## config.mk

```make
export PLATFORM = sky130hd
export DESIGN_NAME = pic_prio_resolver
export DESIGN_NICKNAME = d
export VERILOG_FILES = /design/src/rtl/pic_pkg.sv /design/src/rtl/pic_prio_find.sv /design/src/rtl/pic_prio_resolver.sv
export SDC_FILE = /design/constraint.sdc
export NUM_CORES = 1
export LEC_CHECK = 0
export CORE_ASPECT_RATIO = 2
export CORE_MARGIN = 1.5
export CORE_UTILIZATION = 42
export DETAILED_ROUTE_END_ITERATION = 16
export PLACE_DENSITY_LB_ADDON = 0.08
export SYNTH_ARGS = -nofsm -noshare
export SYNTH_HDL_FRONTEND = slang
export SYNTH_SLANG_ARGS = --single-unit
```

## constraint.sdc

```tcl
create_clock -name clk -period 5.75 [get_ports clk]
set_clock_uncertainty 0.05 [all_clocks]
set_input_delay 0.575 -clock clk [delete_from_list [all_inputs] [get_ports clk]]
set_output_delay 0.575 -clock clk [all_outputs]
set_load 0.05 [all_outputs]
```

## src/rtl/pic_pkg.sv

```systemverilog
// Shared types and helpers for the PIC priority resolver: sizes, FSM states and
// the rotating priority search used for both the request and in-service vectors.
package pic_pkg;

   localparam int NIRQ = 8;
   localparam int LVLW = 3;

   typedef enum logic [1:0] {
      IDLE,
      ACK1,
      ACK2
   } fsm_e;

   typedef struct packed {
      logic            found;
      logic [LVLW-1:0] lvl;
   } prio_t;

   // Highest-priority set bit when lp is the lowest-priority level. Scanning from
   // lowest to highest lets the last hit be the winner.
   function automatic prio_t rot_prio(input logic [NIRQ-1:0] vec,
                                      input logic [LVLW-1:0] lp);
      prio_t           res;
      logic [LVLW-1:0] idx;
      res = '0;
      for (int k = NIRQ; k >= 1; k--) begin
         idx = lp + LVLW'(k);
         if (vec[idx]) begin
            res.found = 1'b1;
            res.lvl   = idx;
         end
      end
      return res;
   endfunction

endpackage

```

## src/rtl/pic_prio_find.sv

```systemverilog
// Combinational rotating priority encoder: winning level plus its rank, where
// rank 0 is the highest priority under the current lowest-priority pointer.
module pic_prio_find
   import pic_pkg::*;
(
   input  logic [NIRQ-1:0] vec_i,
   input  logic [LVLW-1:0] lp_i,
   output logic            found_o,
   output logic [LVLW-1:0] lvl_o,
   output logic [LVLW-1:0] rank_o
);

   prio_t res;

   always_comb begin
      res     = rot_prio(vec_i, lp_i);
      found_o = res.found;
      lvl_o   = res.lvl;
      rank_o  = res.lvl - lp_i - LVLW'(1);
   end

endmodule

```

## src/rtl/pic_prio_resolver.sv

```systemverilog
// IRR/ISR registers, rotating priority resolution under mask, INT generation and
// the two-pulse INTA acknowledge sequence of an 8259-style interrupt controller.
module pic_prio_resolver
   import pic_pkg::*;
(
   input  logic            clk,
   input  logic            rst,
   input  logic [NIRQ-1:0] ir,
   input  logic            ltim,
   input  logic [NIRQ-1:0] mask,
   input  logic            aeoi,
   input  logic            eoi,
   input  logic            eoi_spec,
   input  logic [LVLW-1:0] eoi_lvl,
   input  logic            rot,
   input  logic            inta_n,
   output logic            int_o,
   output logic [NIRQ-1:0] irr,
   output logic [NIRQ-1:0] isr,
   output logic [LVLW-1:0] vec_lvl,
   output logic            vec_vld,
   output logic            cl_sig
);

   fsm_e            state_q;
   logic [NIRQ-1:0] ir_q, irr_q, irr_d, isr_q, isr_d;
   logic [LVLW-1:0] lp_q, lp_d, lvl_q, vec_lvl_q, eoi_sel;
   logic            inta_q, spur_q, int_q, int_d, vec_vld_q, cl_q;
   logic            inta_fall, inta_rise, ack1_evt, done_evt;
   logic            cand_found, top_found;
   logic [LVLW-1:0] cand_lvl, cand_rank, top_lvl, top_rank;

   pic_prio_find u_cand (
      .vec_i   (irr_q & ~mask),
      .lp_i    (lp_q),
      .found_o (cand_found),
      .lvl_o   (cand_lvl),
      .rank_o  (cand_rank)
   );

   pic_prio_find u_top (
      .vec_i   (isr_q),
      .lp_i    (lp_q),
      .found_o (top_found),
      .lvl_o   (top_lvl),
      .rank_o  (top_rank)
   );

   assign inta_fall = inta_q & ~inta_n;
   assign inta_rise = ~inta_q & inta_n;
   assign ack1_evt  = (state_q == IDLE) && inta_fall;
   assign done_evt  = (state_q == ACK2) && inta_rise;
   assign eoi_sel   = eoi_spec ? eoi_lvl : top_lvl;

   // NOTE: every variable gets a default at the top of always_comb so no path
   // leaves one unassigned, which would otherwise infer a latch.
   always_comb begin
      irr_d = ltim ? ir : ((irr_q | (ir & ~ir_q)) & ir);
      isr_d = isr_q;
      lp_d  = lp_q;
      if (ack1_evt && cand_found && !ltim) begin
         irr_d[cand_lvl] = 1'b0;
      end
      // EOI acts on the old ISR; an ACK1 set in the same cycle is applied last.
      if (eoi && (isr_q != '0)) begin
         isr_d[eoi_sel] = 1'b0;
         if (rot) lp_d = eoi_sel;
      end
      if (done_evt && aeoi && !spur_q) begin
         isr_d[lvl_q] = 1'b0;
         if (rot) lp_d = lvl_q;
      end
      if (ack1_evt && cand_found) begin
         isr_d[cand_lvl] = 1'b1;
      end
      // Fully nested: only a strictly higher-ranked request interrupts service.
      int_d = !ack1_evt && cand_found &&
              (!top_found || (cand_rank < top_rank));
   end

   // NOTE: sequential state uses non-blocking assignments so every register
   // samples the pre-edge values, regardless of statement order.
   always_ff @(posedge clk or posedge rst) begin
      if (rst) begin
         state_q   <= IDLE;
         ir_q      <= '0;
         inta_q    <= 1'b1;
         irr_q     <= '0;
         isr_q     <= '0;
         lp_q      <= LVLW'(NIRQ - 1);
         lvl_q     <= '0;
         spur_q    <= 1'b0;
         int_q     <= 1'b0;
         vec_lvl_q <= '0;
         vec_vld_q <= 1'b0;
         cl_q      <= 1'b0;
      end else begin
         ir_q   <= ir;
         inta_q <= inta_n;
         irr_q  <= irr_d;
         isr_q  <= isr_d;
         lp_q   <= lp_d;
         int_q  <= int_d;
         cl_q   <= 1'b0;
         case (state_q)
            IDLE: begin
               if (inta_fall) begin
                  state_q <= ACK1;
                  lvl_q   <= cand_found ? cand_lvl : LVLW'(NIRQ - 1);
                  spur_q  <= !cand_found;
               end
            end
            ACK1: begin
               if (inta_fall) begin
                  state_q   <= ACK2;
                  vec_lvl_q <= lvl_q;
                  vec_vld_q <= 1'b1;
                  cl_q      <= 1'b1;
               end
            end
            ACK2: begin
               if (inta_rise) begin
                  state_q   <= IDLE;
                  vec_vld_q <= 1'b0;
               end
            end
            default: state_q <= IDLE;
         endcase
      end
   end

   assign int_o   = int_q;
   assign irr     = irr_q;
   assign isr     = isr_q;
   assign vec_lvl = vec_lvl_q;
   assign vec_vld = vec_vld_q;
   assign cl_sig  = cl_q;

endmodule

```

=== Word-level counts from Yosys, hierarchy flattened ===
Index checks and enable logic that the tools add are counted.

* Register bits after elaboration: 40
* Input port bits: 27
* Output and inout bits: 22
* Word-level logic and storage cells: 159

* Add/sub/neg operators: 11
* Order comparisons: 15
* Equality and inequality tests: 5
* Mux-type cells: 74
* Bitwise gates (word level): 17
* Reduce and logical (&&, ||, !) cells: 25

{| class="wikitable"
|+ Operators by type and width
! kind !! count
|-
| $mux W4 || 16
|-
| $and A8 B8 Y8 || 6
|-
| $bmux W1 S3 || 16
|-
| $lt A3 B4 Y1 const B || 11
|-
| $mux W8 || 5
|-
| $not A8 Y8 || 5
|-
| $mux W1 || 23
|-
| $mux W3 || 6
|-
| $or A8 B8 Y8 || 2
|-
| $add A3 B3 Y3 const B || 4
|-
| $logic_and A1 B1 Y1 || 12
|-
| $demux W1 S3 || 3
|-
| $ge A3 B1 Y1 const B || 3
|-
| $reduce_bool A8 Y1 || 1
|-
| $add A3 B2 Y3 const B || 2
|-
| $mux W2 || 3
|-
| $ne A2 B2 Y1 const B || 3
|-
| $pmux W2 S3 || 1
|-
| $reduce_and A3 Y1 || 2
|-
| $sub A3 B1 Y3 const B || 2
|-
| $sub A3 B3 Y3 || 2
|-
| $logic_not A1 Y1 || 5
|-
| $reduce_and A2 Y1 || 2
|-
| $add A3 B1 Y3 const B || 1
|-
| other kinds (9) || 11
|}

=== Longest topological paths before layout ===
Gate-level depths: netlist of run 1.

* Depth in word-level cells: 22
* Mapped depth: 19
* Gate-level depth less buffers: 15

=== Cells and area by module ===
From an unflattened synthesis of run 1, not the netlist that was laid out.

* Cells, all modules: 356
* Area total of the unflattened synthesis: 3562.2 um2

{| class="wikitable"
|+ Modules (own cells, without submodules)
! module !! instances !! cells an instance !! area an instance (um2) !! sequential area each (um2)
|-
| pic_prio_resolver || 1 || 164 || 1870.5 || 1006.0
|-
| pic_prio_find || 2 || 96 || 845.8 || 0.0
|}

=== Worst setup path after synthesis of run 1 ===
Ideal clock, no wire load.

* Kind: register to register
* Start: reg (tool-made name)
* End: reg int_q, in the netlist int_o
* Setup time: 0.094 ns
* Arrival time: 4.552 ns
* Required time: 5.606 ns
* Setup slack: 1.054 ns
* Cell stages (with the launch flop): 18
* Path buffers: 5
* Period minus slack after synthesis: 4.696 ns
* Cell sequence: dfstp_2 -> buf_2 -> inv_2 -> clkbuf_1 -> ha_1 -> buf_2 -> buf_2 -> buf_2 -> mux2_2 -> a311o_1 -> a311oi_2 -> nor2_1 -> fa_1 -> xnor2_1 -> xnor2_1 -> ha_1 -> a21o_1 -> a211oi_1

{| class="wikitable"
|+ RTL lines
! item !! RTL line !! text
|-
| to (signal assigned) || pic_prio_resolver.sv:103 || <nowiki>int_q <= int_d;</nowiki>
|-
| to (decl) || pic_prio_resolver.sv:28 || <nowiki>logic inta_q, spur_q, int_q, int_d, vec_vld_q, cl_q;</nowiki>
|}

==> flow_summary.yaml, run 1 <==
synth:
  synth.top_cells.by_count: "40 x nand2_1, 36 x dfrtp_1, 32 x mux4_2, 22 x nor2_1, 20 x o21ai_0"
  synth_async_sr_flop_share_pct: 100
  yosysMostFrequentCell: "nand2_1"
  syn-cell-area_um2: 4080
  postSynthAreaPerCell_um2: 10.0
  yosys_warnings: 0
  postSynthCellCount: 407
  synth_top_area_share_pct: 22.1
  synthesis.nets: 442
  synth_seq_cells: 40
  synth-main-ff-cell: "dfrtp_1"
  synth_cell_types: 79
  synth_area_leader_cell: "dfrtp_1"
  synth.area.top_cells: "dfrtp_1 22%, mux4_2 18%, mux2i_1 4.2%"
  synth-seq-area-share_pct: 24.6
  synth-edff-count: 0
global_routing:
  grt_max_degree: 41
  grt_overflow: 0
  grt_pass1_vias: 3729
  antenna_found_initial: 0
  grt_pass1_wl_mm: 20.5
  grt.total_usage_pct: 26.2
route:
  drc: 0
  viasPerCell: 6.71
  dr.pass1.iters: 4
  drt_iter0_markers: 339
  wl_per_cell_um: 23.0
  postRouteWirelength_mm: 12.7
  ant_nets: 0
  vias: 3695
flow_run:
  drv_cap: 0
clock_tree:
  cts_max_level: 2
  clockBufferDepth: 2
  clk_latency_ps: 290
  clk_pin_slew_worst_paths_ps: 60
  cts.sinks: 40
  cts_tree: "done"
  post_cts_buffers: 0
  cts_repair_resize_count: 0
  cts_made_buffers: 5
  cts_hold_buf: 0
  cts-root-buf: "clkbuf_16"
place:
  dpl_cell_area_um2: 4630
  place_inst: 543
  port_buffers: 48
  place_congestion: 0.995
  place_hpwl_mm: 9.85
timing:
  tightestPinTransition_ps: 733
  drv_slew: 0
  rsz0062_at_grt: "no"
  finalSetupViolations: 0
  hold_viol_final: 0
  fmax_mhz: 211
  post-route-min-period_ps: 4740
  slew_headroom_pct: 50.5
  fin_crit_sh_pct: 82.4
  finalSetupTns_ps: 0
hold_path:
  hp-class: "flop to flop"
floorplanning:
  die_h_um: 142
  ioPinCount: 49
  start_util_pct: 43.5
  rows: 50
  die-area_um2: 10400
  core_um2: 9380
  die_w_um: 72.7
cells_and_area:
  drive_gt1_share_pct: 20.1
  area_growth_pct: 18.0
  nets: 481
  diodes: 0
  final_area_um2: 4820
  fin_cells: 551
run_status:
  status: "finished clean"
worst_setup_path:
  end_kind: "flop"
  crit_type: "flop to flop"
  startpoint_type: "flop"
  required_ps: 5900
  path_max_fanout: 19
  critPathArrivalTime_ps: 4880
[cells by family after synthesis]
family	after synthesis	synth area share [%]
and+or+nand+nor	138	18.8
buffers and inverters	37	4.35
xor gates and xnor gates	11	2.54
AOI/OAI and AO/OA	112	21.3
muxes	61	25.5
DFF	40	24.6
adders and majority gates	8	2.82
[cells in the final DEF, fill, tap and decap left out, types with 4 or more instances in the layout]
| cell | count |
|---|---|
| xor2_1 | 4 |
| dfrtp_1 | 36 |
| xnor2_1 | 6 |
| a21o_1 | 6 |
| nand3_1 | 7 |
| clkbuf_16 | 5 |
| mux2i_1 | 17 |
| o311a_1 | 9 |
| and2_1 | 7 |
| mux2_2 | 11 |
| dfstp_2 | 4 |
| buf_4 | 11 |
| a21oi_1 | 9 |
| o22ai_1 | 6 |
| mux4_2 | 32 |
| nand2b_1 | 18 |
| nand3b_1 | 7 |
| nor2_1 | 22 |
| clkdlybuf4s50_1 | 48 |
| o21ai_1 | 5 |
| o2111ai_1 | 7 |
| nand2_1 | 40 |
| ha_1 | 6 |
| inv_1 | 7 |
| o21ai_0 | 20 |
| nor2b_1 | 6 |
[flip-flops by register name, summed over array words and instances (netlist names), named ones only]
register,count
spur_q,1
vec_vld,1
cl_sig,1
lvl_q,3
state_q,2
int_o,1
vec_lvl,3
isr,8
ir_q,8
inta_q,1
irr,8
[critical path, cell delays in order (launching register included)]
cell and delay, ps:
dfstp_2 810, inv_2 70, ha_1 350, xnor2_2 410, mux4_2 380, mux2_2 300
a311o_1 330, a311oi_2 440, nor2_1 140, fa_1 420, xnor2_1 140, xnor2_1 130
ha_1 300, a21o_1 160, a211oi_1 210
[cell type report]
class | instances | area, um2
clock buffers | 7 | 153
clock inverters | 1 | 30.0
fillers | 884 | 4570
inverters | 10 | 37.5
multi-input cells | 330 | 2900
flip-flops and latches | 40 | 1010
well taps | 104 | 130
repair buffers | 59 | 563
[final timing paths]
check	depth (start not counted)	from	slack, ps	endpoint
worst max-delay path	14	flop	1010	int_o$_DFF_PP0_
worst min-delay path	2	ir_q[2]$_DFF_PP0_	460	irr[2]$_DFF_PP0_
worst min register to register	2	ir_q[2]$_DFF_PP0_	460	irr[2]$_DFF_PP0_
worst max register to register	14	flop	1010	int_o$_DFF_PP0_
max in group asynchronous	3	rst	4610	async pin
min in group asynchronous	3	rst	660	ir_q[5]$_DFF_PP0_
[routing by layer]
metal / GRT usage (%) / routed length, um / vias up
met1: 29.5 / 4480 / 1855
met3: 3.54 / 554 / 39
met5: 0 / 0 / -
met4: 12.2 / 584 / 0
met2: 47.6 / 7070 / 132
li1: - / - / 1669
[stage by stage]
step	setup WS, ps	hold slack (ps)	utilization [%]
CTS	973	455	51.3
finish	1010	456	51.3
detailed placement	963	446	49.4
floorplan	1050	423	-
global placement	1060	441	49.4
global route	648	465	51.3
Power of run 1 is not shown: default switching activity piles up to over one toggle a cycle in this logic, so the estimate is an artifact.
==> inputs of run 2 (changes only) <==
==> constraint.sdc (replaced) <==
create_clock -name clk -period 4.35 [get_ports clk]
set_clock_uncertainty 0.05 [all_clocks]
set_input_delay 0.435 -clock clk [delete_from_list [all_inputs] [get_ports clk]]
set_output_delay 0.435 -clock clk [all_outputs]
set_load 0.05 [all_outputs]
==> flow_summary.yaml, run 2 (synthesis results as in run 1) <==
run_status:
  status: "finished clean"
floorplanning:
  ioPinCount: 49
  die_h_um: 142
  core_um2: 9380
  die-area_um2: 10400
  start_util_pct: 43.5
  rows: 50
  die_w_um: 72.7
global_routing:
  grt_overflow: 0
  grt_pass1_vias: 3614
  grt_pass1_wl_mm: 20.0
  grt.total_usage_pct: 25.5
  antenna_found_initial: 0
  grt_max_degree: 41
route:
  viasPerCell: 6.60
  wl_per_cell_um: 22.6
  dr.pass1.iters: 5
  ant_nets: 0
  postRouteWirelength_mm: 12.9
  vias: 3747
  drt_iter0_markers: 321
  drc: 0
worst_setup_path:
  critPathArrivalTime_ps: 4250
  reg2reg_slack_ps: 240
  crit_end: "int_o$_DFF_PP0_"
  reg2reg_to: "int_o$_DFF_PP0_"
  end_kind: "flop"
  startpoint_type: "flop"
  rr_worst_depth: 16
  path_max_fanout: 11
  required_ps: 4500
  crit_type: "flop to flop"
cells_and_area:
  nets: 498
  final_area_um2: 5030
  final_common_cell: "clkdlybuf4s50_1"
  area_growth_pct: 23.3
  diodes: 0
  drive_gt1_share_pct: 24.4
  final_cell_mix: "48 x clkdlybuf4s50_1, 40 x nand2_1, 36 x dfrtp_1"
place:
  dpl_cell_area_um2: 4810
  place_hpwl_mm: 9.90
  place_congestion: 0.920
  port_buffers: 48
hold_path:
  hp-class: "flop to flop"
clock_tree:
  clockBufferDepth: 2
  cts_hold_buf: 0
  cts_max_level: 2
  clk_latency_ps: 280
  cts-root-buf: "clkbuf_16"
  cts.sinks: 40
  cts_tree: "done"
  clk_pin_slew_worst_paths_ps: 60
  cts_made_buffers: 5
flow_run:
  drv_cap: 0
timing:
  post-route-min-period_ps: 4110
  tightestPinTransition_ps: 798
  fin_crit_sh_pct: 94.4
  rsz0062_at_grt: "no"
  slew_headroom_pct: 46.0
  finalSetupTns_ps: 0
  finalSetupViolations: 0
  drv_slew: 0
  hold_viol_final: 0
  fmax_mhz: 244
## run 2: cell types whose count changed in the layout (fill, tap and decap cells not counted), sizes merged
cell      previous run  this run
buf                 11        27
clkbuf               7         6
clkinv               0         1
clkinvlp             0         1
## run 2: how the worst min path moves through the flow
stage | start | endpoint | slack [ps] | cells past startpoint
after global placement | ir_q[7]$_DFF_PP0_ | irr[7]$_DFF_PP0_ | 440 | 2
after floorplan | inta_n | inta_q$_DFF_PP1_ | 390 | 0
after CTS | ir_q[7]$_DFF_PP0_ | irr[7]$_DFF_PP0_ | 460 | 2
after detailed placement | ir_q[7]$_DFF_PP0_ | irr[7]$_DFF_PP0_ | 450 | 2
after global routing | vec_lvl[0]$_DFFE_PP0P_ | vec_lvl[0]$_DFFE_PP0P_ | 480 | 1
final | ir_q[7]$_DFF_PP0_ | irr[7]$_DFF_PP0_ | 460 | 2
## run 2: final cells by class
type / instances / area [um2]
clock inverter: 3 / 42.5
multi-input combinational: 330 / 2940
sequential: 40 / 1010
tap: 104 / 130
fill: 849 / 4350
inverter: 10 / 40.0
timing repair buffer: 76 / 746
clock buffer: 5 / 125
## run 2: per-stage QoR
| step | setup slack (ps) | util [%] | hold WS [ps] | instances |
|---|---|---|---|---|
| 3_5_place_dp | 41.4 | 51.2 | 448 | 558 |
| 4_1_cts | 108 | 53.0 | 457 | 566 |
| 2_1_floorplan | 5.20 | - | 389 | 407 |
| 6_report | 243 | 53.6 | 456 | 568 |
| 3_3_place_gp | 140 | 51.2 | 441 | 558 |
| 5_1_grt | 62.4 | 53.6 | 480 | 568 |
## run 2: metal layers
layer | wire length [um] | up-vias | global-route usage (%)
met2 | 7180 | 126 | 46.1
li1 | - | 1701 | -
met1 | 4870 | 1888 | 30.1
met5 | 0 | - | 0
met4 | 439 | 0 | 11.3
met3 | 367 | 32 | 1.70
## run 2: critical path: stages (launching register included)
cell	delay, ps
dfstp_2	560
inv_2	60
ha_4	290
buf_12	150
mux4_2	490
mux2_2	290
o21bai_1	150
a311oi_1	100
o311a_1	330
nor2_2	140
ha_2	190
fa_1	410
inv_1	60
ha_1	210
a21o_1	150
a21o_1	170
a211oi_2	210
## run 2: what timing repair did
action / in CTS / in global routing
endpoints found under the hold margin: 0 / 0
buffers inserted: 0 / 1
endpoints found under the setup margin: 0 / 1
resized for setup: 0 / 5
Power of run 2 is left out for the same reason.
